<file path="src/rtl/de2i150_input_conditioner.sv">
// de2i150_input_conditioner: two-flop synchroniser and per-bit debounce for SW/KEY, plus key press pulses.
// Optional press counter is compiled when `define INPUT_COND_PRESS_COUNT_EN is set.
module de2i150_input_conditioner #(
   parameter int SW_W            = 18,
   parameter int KEY_W           = 4,
   parameter int DEBOUNCE_CYCLES = 500000,
   parameter int CNT_W           = 19
) (
   input  logic              CLOCK_50,
   input  logic              RST_N,
   input  logic [SW_W-1:0]   SW,
   input  logic [KEY_W-1:0]  KEY,
   output logic [SW_W-1:0]   SW_DB,
   output logic [KEY_W-1:0]  KEY_DB,
   output logic [KEY_W-1:0]  KEY_PRESS,
   output logic [7:0]        PRESS_COUNT
);

   localparam int N = SW_W + KEY_W;
   // Switches idle low, buttons idle high (active-low)
   localparam logic [N-1:0]     RST_VAL  = {{KEY_W{1'b1}}, {SW_W{1'b0}}};
   localparam logic [CNT_W-1:0] CNT_LAST = CNT_W'(DEBOUNCE_CYCLES - 1);
   localparam logic [CNT_W-1:0] CNT_ONE  = CNT_W'(1);

   logic [N-1:0]            sync1;
   logic [N-1:0]            sync2;
   logic [N-1:0]            db;
   logic [N-1:0]            db_nxt;
   logic [N-1:0][CNT_W-1:0] cnt;
   logic [N-1:0][CNT_W-1:0] cnt_nxt;
   logic [KEY_W-1:0]        key_press;

   always_comb begin
      db_nxt  = db;
      cnt_nxt = '0;
      for (int i = 0; i < N; i++) begin
         if (sync2[i] != db[i]) begin
            if (cnt[i] == CNT_LAST) begin
               db_nxt[i] = sync2[i];
            end else begin
               cnt_nxt[i] = cnt[i] + CNT_ONE;
            end
         end
      end
   end

   // Stage boundary: sync1 -> sync2 -> debounced state; press is the registered falling edge of KEY_DB
   always_ff @(posedge CLOCK_50) begin
      if (!RST_N) begin
         sync1     <= RST_VAL;
         sync2     <= RST_VAL;
         db        <= RST_VAL;
         cnt       <= '0;
         key_press <= '0;
      end else begin
         sync1     <= {KEY, SW};
         sync2     <= sync1;
         db        <= db_nxt;
         cnt       <= cnt_nxt;
         key_press <= db[N-1:SW_W] & ~db_nxt[N-1:SW_W];
      end
   end

   assign SW_DB     = db[SW_W-1:0];
   assign KEY_DB    = db[N-1:SW_W];
   assign KEY_PRESS = key_press;

`ifdef INPUT_COND_PRESS_COUNT_EN
   function automatic logic [7:0] popcount(input logic [KEY_W-1:0] v);
      logic [7:0] s;
      s = '0;
      for (int i = 0; i < KEY_W; i++) begin
         s = s + 8'(v[i]);
      end
      return s;
   endfunction

   logic [7:0] press_cnt;

   // Counter lags KEY_PRESS by one cycle and wraps modulo 256
   always_ff @(posedge CLOCK_50) begin
      if (!RST_N) begin
         press_cnt <= '0;
      end else begin
         press_cnt <= press_cnt + popcount(key_press);
      end
   end

   assign PRESS_COUNT = press_cnt;
`else
   assign PRESS_COUNT = 8'd0;
`endif

endmodule

</file>
<file path="config.mk">
export PLATFORM = sky130hd
export DESIGN_NAME = de2i150_input_conditioner
export DESIGN_NICKNAME = d
export VERILOG_FILES = /design/src/rtl/de2i150_input_conditioner.sv
export SDC_FILE = /design/constraint.sdc
export NUM_CORES = 1
export LEC_CHECK = 0
export BUFFER_PORTS_ARGS = -buffer_cell sky130_fd_sc_hd__buf_2
export CAP_MARGIN = 20
export CORE_UTILIZATION = 56
export DETAILED_ROUTE_END_ITERATION = 10
export GPL_TIMING_DRIVEN = 0
export PLACE_DENSITY = 0.76
export SYNTH_ARGS = -nofsm -noshare
export SYNTH_HDL_FRONTEND = slang
export SYNTH_SLANG_ARGS = --single-unit
</file>
<file path="constraint.sdc">
create_clock -name CLOCK_50 -period 2 [get_ports CLOCK_50]
set_clock_uncertainty 0.2 [all_clocks]
set_input_delay 0.1 -clock CLOCK_50 [delete_from_list [all_inputs] [get_ports CLOCK_50]]
set_output_delay 0.1 -clock CLOCK_50 [all_outputs]
set_load 0.01 [all_outputs]
</file>
Yosys cells after proc, flatten, opt, wreduce, memory -nomap -nowiden
Index checks and enable logic that the tools add are counted.
W data, S select, Z words.

operators by class
  reduce and logical (&&, ||, !) cells = 40
  add/subtract/negate cells = 22
  equal/unequal tests = 44
  muxes and demuxes = 8
  bitwise logic cells = 25

operator list
  operator                 number
  $add A19 B1 Y19 const B  22
  $eq A19 B19 Y1 const B   22
  $reduce_or A3 Y1         22
  $reduce_and A2 Y1        18
  $not A1 Y1               23
  $ne A1 B1 Y1             22
  $mux W1                  8
  $and A4 B4 Y4            1
  $not A4 Y4               1

word-level totals
  bits of input ports = 24
  register bits = 488
  logic and storage cells = 183

Depth between registers and ports, before layout
  depth in word-level cells = 5
  mapped depth = 8
  gate-level depth less buffers = 5

Least setup slack after synthesis
OpenSTA, ideal clock, no wires.

  kind = register -> register
  start = register cnt[247] (netlist name)
  end = register cnt[265] (netlist name)
  period minus slack after synthesis = 2188 ps
  path buffers = 1
  setup slack = -188 ps
  stages on the path, launching flop included = 7
  arrival = 1918 ps
  required time = 1730 ps
  path through = dfxtp_1 ha_1 nand4_1 or4_1 clkbuf_1 or4b_1 a21oi_1

on the way
  longest elaborated chain between the ends = 2

ends and longest elaborated chain
  what                                                                     RTL line  source
  start: declaration                                                       29        logic [N-1:0][CNT_W-1:0] cnt;
  start signal: assignment                                                 59        cnt <= cnt_nxt;
  parallel branches: the longest is 2 deep, another holds $add A19 B1 Y19  --

Parallel ways; which one is timed is not known.
A chain may end at the register's enable or synchronous reset.

Worst setup path after layout
  start = register cnt[309] (netlist name)
  end = register cnt[315] (netlist name)

Same word-level chain as after synthesis.

==> out/results.tsv <==
stage	metric	value	unit
setup_path	CP Data Arrival Time	2.62	ns
placed_design	DP Wirelength	29500	µm
yosys	top cells by area in the synthesized netlist	dfxtp_1, xnor2_1, nor2_1, xor2_1, nand3_1	
floorplan	standard cell core area	36900	µm²
cts	number of H-tree branching levels	2	
hold_path	hold path startpoint	KEY[0]	
hold_path	hold path cells	3	
timing	setup violators final	71	
yosys	number of enable flip-flop cells after synthesis	0	
setup_path	start-to-end type of the worst setup path	reg2reg	
yosys	cells after synthesis	2402	
hold_path	WHS Endpoint	sync1[18]	
final_layout	number of filler instances in the final layout	2753	
grt	global-route wire length before repair	78700	µm
route	remaining antenna violation count after routing	0	
cts	TritonCTS clock tree	yes	
yosys	sequential area share after synthesis	0.462	
status	violated checks	setup timing	
route	number of vias per cell	5.69	
timing	share of the cycle needed by the critical path after routing	1.18	
job	# Max-Cap Violations	0	
hold_path	worst min-delay path class	in2reg	
status	result of the run	finished, violations left	
setup_path	register-to-register setup slack	-0.35	ns
cts	maximum buffer depth of the clock tree	3	
final_layout	final-stage net count	2661	
cts	root buffer cell	clkbuf_16	
yosys	area fraction of the dominant cell type after synthesis	0.462	
final_layout	register area	9970	µm²
floorplan	vertical die dimension	196	µm
yosys	leading register cell type out of synthesis	dfxtp_1	
timing	Slew HR	0.223	
final_layout	area of the multi-input gates	11700	µm²
yosys	fraction of registers with async set/reset	0	
placed_design	I/O Buffers	48	
timing	number of hold-slack violations in the final timing report	0	
placed_design	weighted congestion reported at the end of routability-driven placement	0.843	
cts	number of sinks handled by clock tree synthesis	488	
yosys	synth warn	0	
cts	number of buffers created by CTS	50	
timing	time the final worst path needs with I/O delays and setup	2.35	ns
power	Leakage Power	8.04	nW
power	Power, Total	19.7	mW
final_layout	fraction of layout instances using a drive strength above 1	0.213	
route	DR vias	17983	
timing	final worst slack	-0.353	ns
power	IR drop worst, VDD	0.000672	V
power	pwr dens	758	nW/µm²
route	Routed WL per cell	15.3	µm
setup_path	crit path launch type	flip-flop	
floorplan	Die W	196	µm
grt	maximum number of pins on one net before global-route repair	15	
floorplan	die outline area	38600	µm²
route	Post-Route WL	48300	µm
final_layout	area growth from synthesis to final layout	23.0	%
grt	antenna violations before repair	0	
route	number of design rule violations left after detail routing	0	
yosys	post-synth top area cell	dfxtp_1	
final_layout	commonest cells after routing, fill and taps aside	dfxtp_1, nor2_1, xnor2_1, nand3_1, xor2_1	
route	Detailed Routing Iterations Pass 1	5	
grt	grt total ovfl	0	
placed_design	setup slack after placement	-1.10	ns
setup_path	CP endpoint kind	flip-flop	
timing	count of pins over their slew limit	0	
floorplan	initial standard-cell utilization of the core	0.574	
grt	Overall Global Routing Usage	0.243	
setup_path	data required time at the worst endpoint	2.26	ns
grt	number of global-route vias before repair	17000	
timing	maximum operating frequency	425	MHz
setup_path	critical register-to-register path endpoint	cnt[315]	
setup_path	maximum net fanout on the critical path	5	
cts	source-to-sink clock delay at the later pin of the worst-skew pair	0.58	ns
floorplan	cell row count	70	
yosys	Post-Syn Area	21200	µm²
yosys	register bit total from synthesis	488	
setup_path	reg2reg path depth	6	
timing	actual slew at the worst max-slew pin	1.16	ns
route	initial DRC count	1133	
floorplan	I/O pin cnt	58	
final_layout	commonest non-fill, non-tap cell in the layout	dfxtp_1	
yosys	post-synthesis area per instance	8.81	µm²
yosys	number of library cell types mapped by synthesis	55	
setup_path	R2R Path Start	cnt[309]	
cts	Clock Pin Slew Worst Setup and Hold Paths	0.06	ns
timing	setup repair after global routing missed its margin	true	
-- power by group --
| part | leakage [nW] | total (mW) | internal [mW] | switching, mW |
|---|---|---|---|---|
| clock network | 0.829 | 9.55 | 5.75 | 3.81 |
| registers | 4.00 | 9.78 | 9.75 | 0.0354 |
| logic | 3.20 | 0.383 | 0.170 | 0.214 |
-- sequential cells by signal (all words and copies together) (netlist names) --
signal	cells
db	22
KEY_PRESS	4
sync2	22
sync1	22
cnt	418
-- worst max-delay path: stages, from the launching register on --
cell and delay [ns]:
dfxtp_4 0.36, or4bb_4 0.55, or4_4 0.58, o211ai_4 0.24
buf_6 0.15, buf_16 0.13, nor2_4 0.03
-- layout make-up --
type                    count  area share
diodes                      1   0.0000962
plain buffers              48      0.0136
clock buffers              71      0.0550
clock inverters            20      0.0101
inverters                  88      0.0127
multi-input cells        1762       0.449
flip-flops and latches    488       0.383
well taps                 504      0.0242
repair buffers            177      0.0523
-- cell usage after synthesis, drive strengths merged, types with 6 or more instances --
cell	instances
or2	8
or4	55
buf	22
a21oi	109
and4	36
o21a	12
o21bai	7
nor2	351
inv	88
nor4	70
nand2	131
and3	25
o21ai	67
o31ai	38
nor4b	30
nor4bb	9
dfxtp	488
or4b	7
and2	46
nand3	156
a31o	6
clkbuf	49
nand4	100
o211ai	11
nor3	44
xor2	132
nand2b	13
xnor2	166
ha	22
or3	74
-- cell families (layout without fill, tap and decap cells) --
kind of cell               count (synthesis)  count (layout)  synth area share
AOI/OAI and AO/OA                        261             261            0.0761
xor gates and xnor gates                 298             298             0.123
adders and majority gates                 22              22            0.0130
buffers and inverters                    159             404            0.0312
DFF                                      488             488             0.462
other                                      1               9          0.000177
and+or+nand+nor                         1173            1173             0.294
-- metal layers --
metal / GRT usage / wire (µm) / up-vias
met5: 0 / 0 / -
met4: 0.0917 / 1440 / 0
met3: 0.0471 / 2310 / 115
met2: 0.427 / 24000 / 383
met1: 0.292 / 20500 / 8589
li1: - / - / 8896
-- per-stage QoR --
step / cell area [µm²] / setup TNS (ns) / instances / hold slack, ns / util
after global routing: 26000 / -13.42 / 3158 / 0.0597 / 0.705
after CTS: 25200 / -8.44 / 3126 / 0.0172 / 0.683
after detailed placement: 22200 / -142.48 / 2961 / 0.0875 / 0.602
after global placement: 22200 / -121.97 / 2961 / 0.0833 / 0.602
final: 26000 / -9.78 / 3159 / 0.0523 / 0.706
after floorplan: 21300 / -3.13 / 2409 / 0.00147 / -
-- worst max path at each step --
| stage | to | startpoint |
|---|---|---|
| 6_report | cnt[315] | cnt[309] |
| 5_1_grt | cnt[314] | cnt[309] |
| 4_1_cts | cnt[311] | cnt[313] |
| 3_5_place_dp | db[18] | RST_N |
| 3_3_place_gp | db[18] | RST_N |
| 2_1_floorplan | cnt[319] | cnt[316] |
-- what timing repair did --
item | 4_1_cts | 5_1_grt
cloned | 4 | 1
hold buffers | 26 | 1
hold endpoints to repair | 38 | 30
setup buffers | 58 | 38
setup endpoints to repair | 417 | 317
gates resized for setup | 189 | 188
pin swaps | 64 | 46
Note: power is estimated with default switching activity, not from simulation.
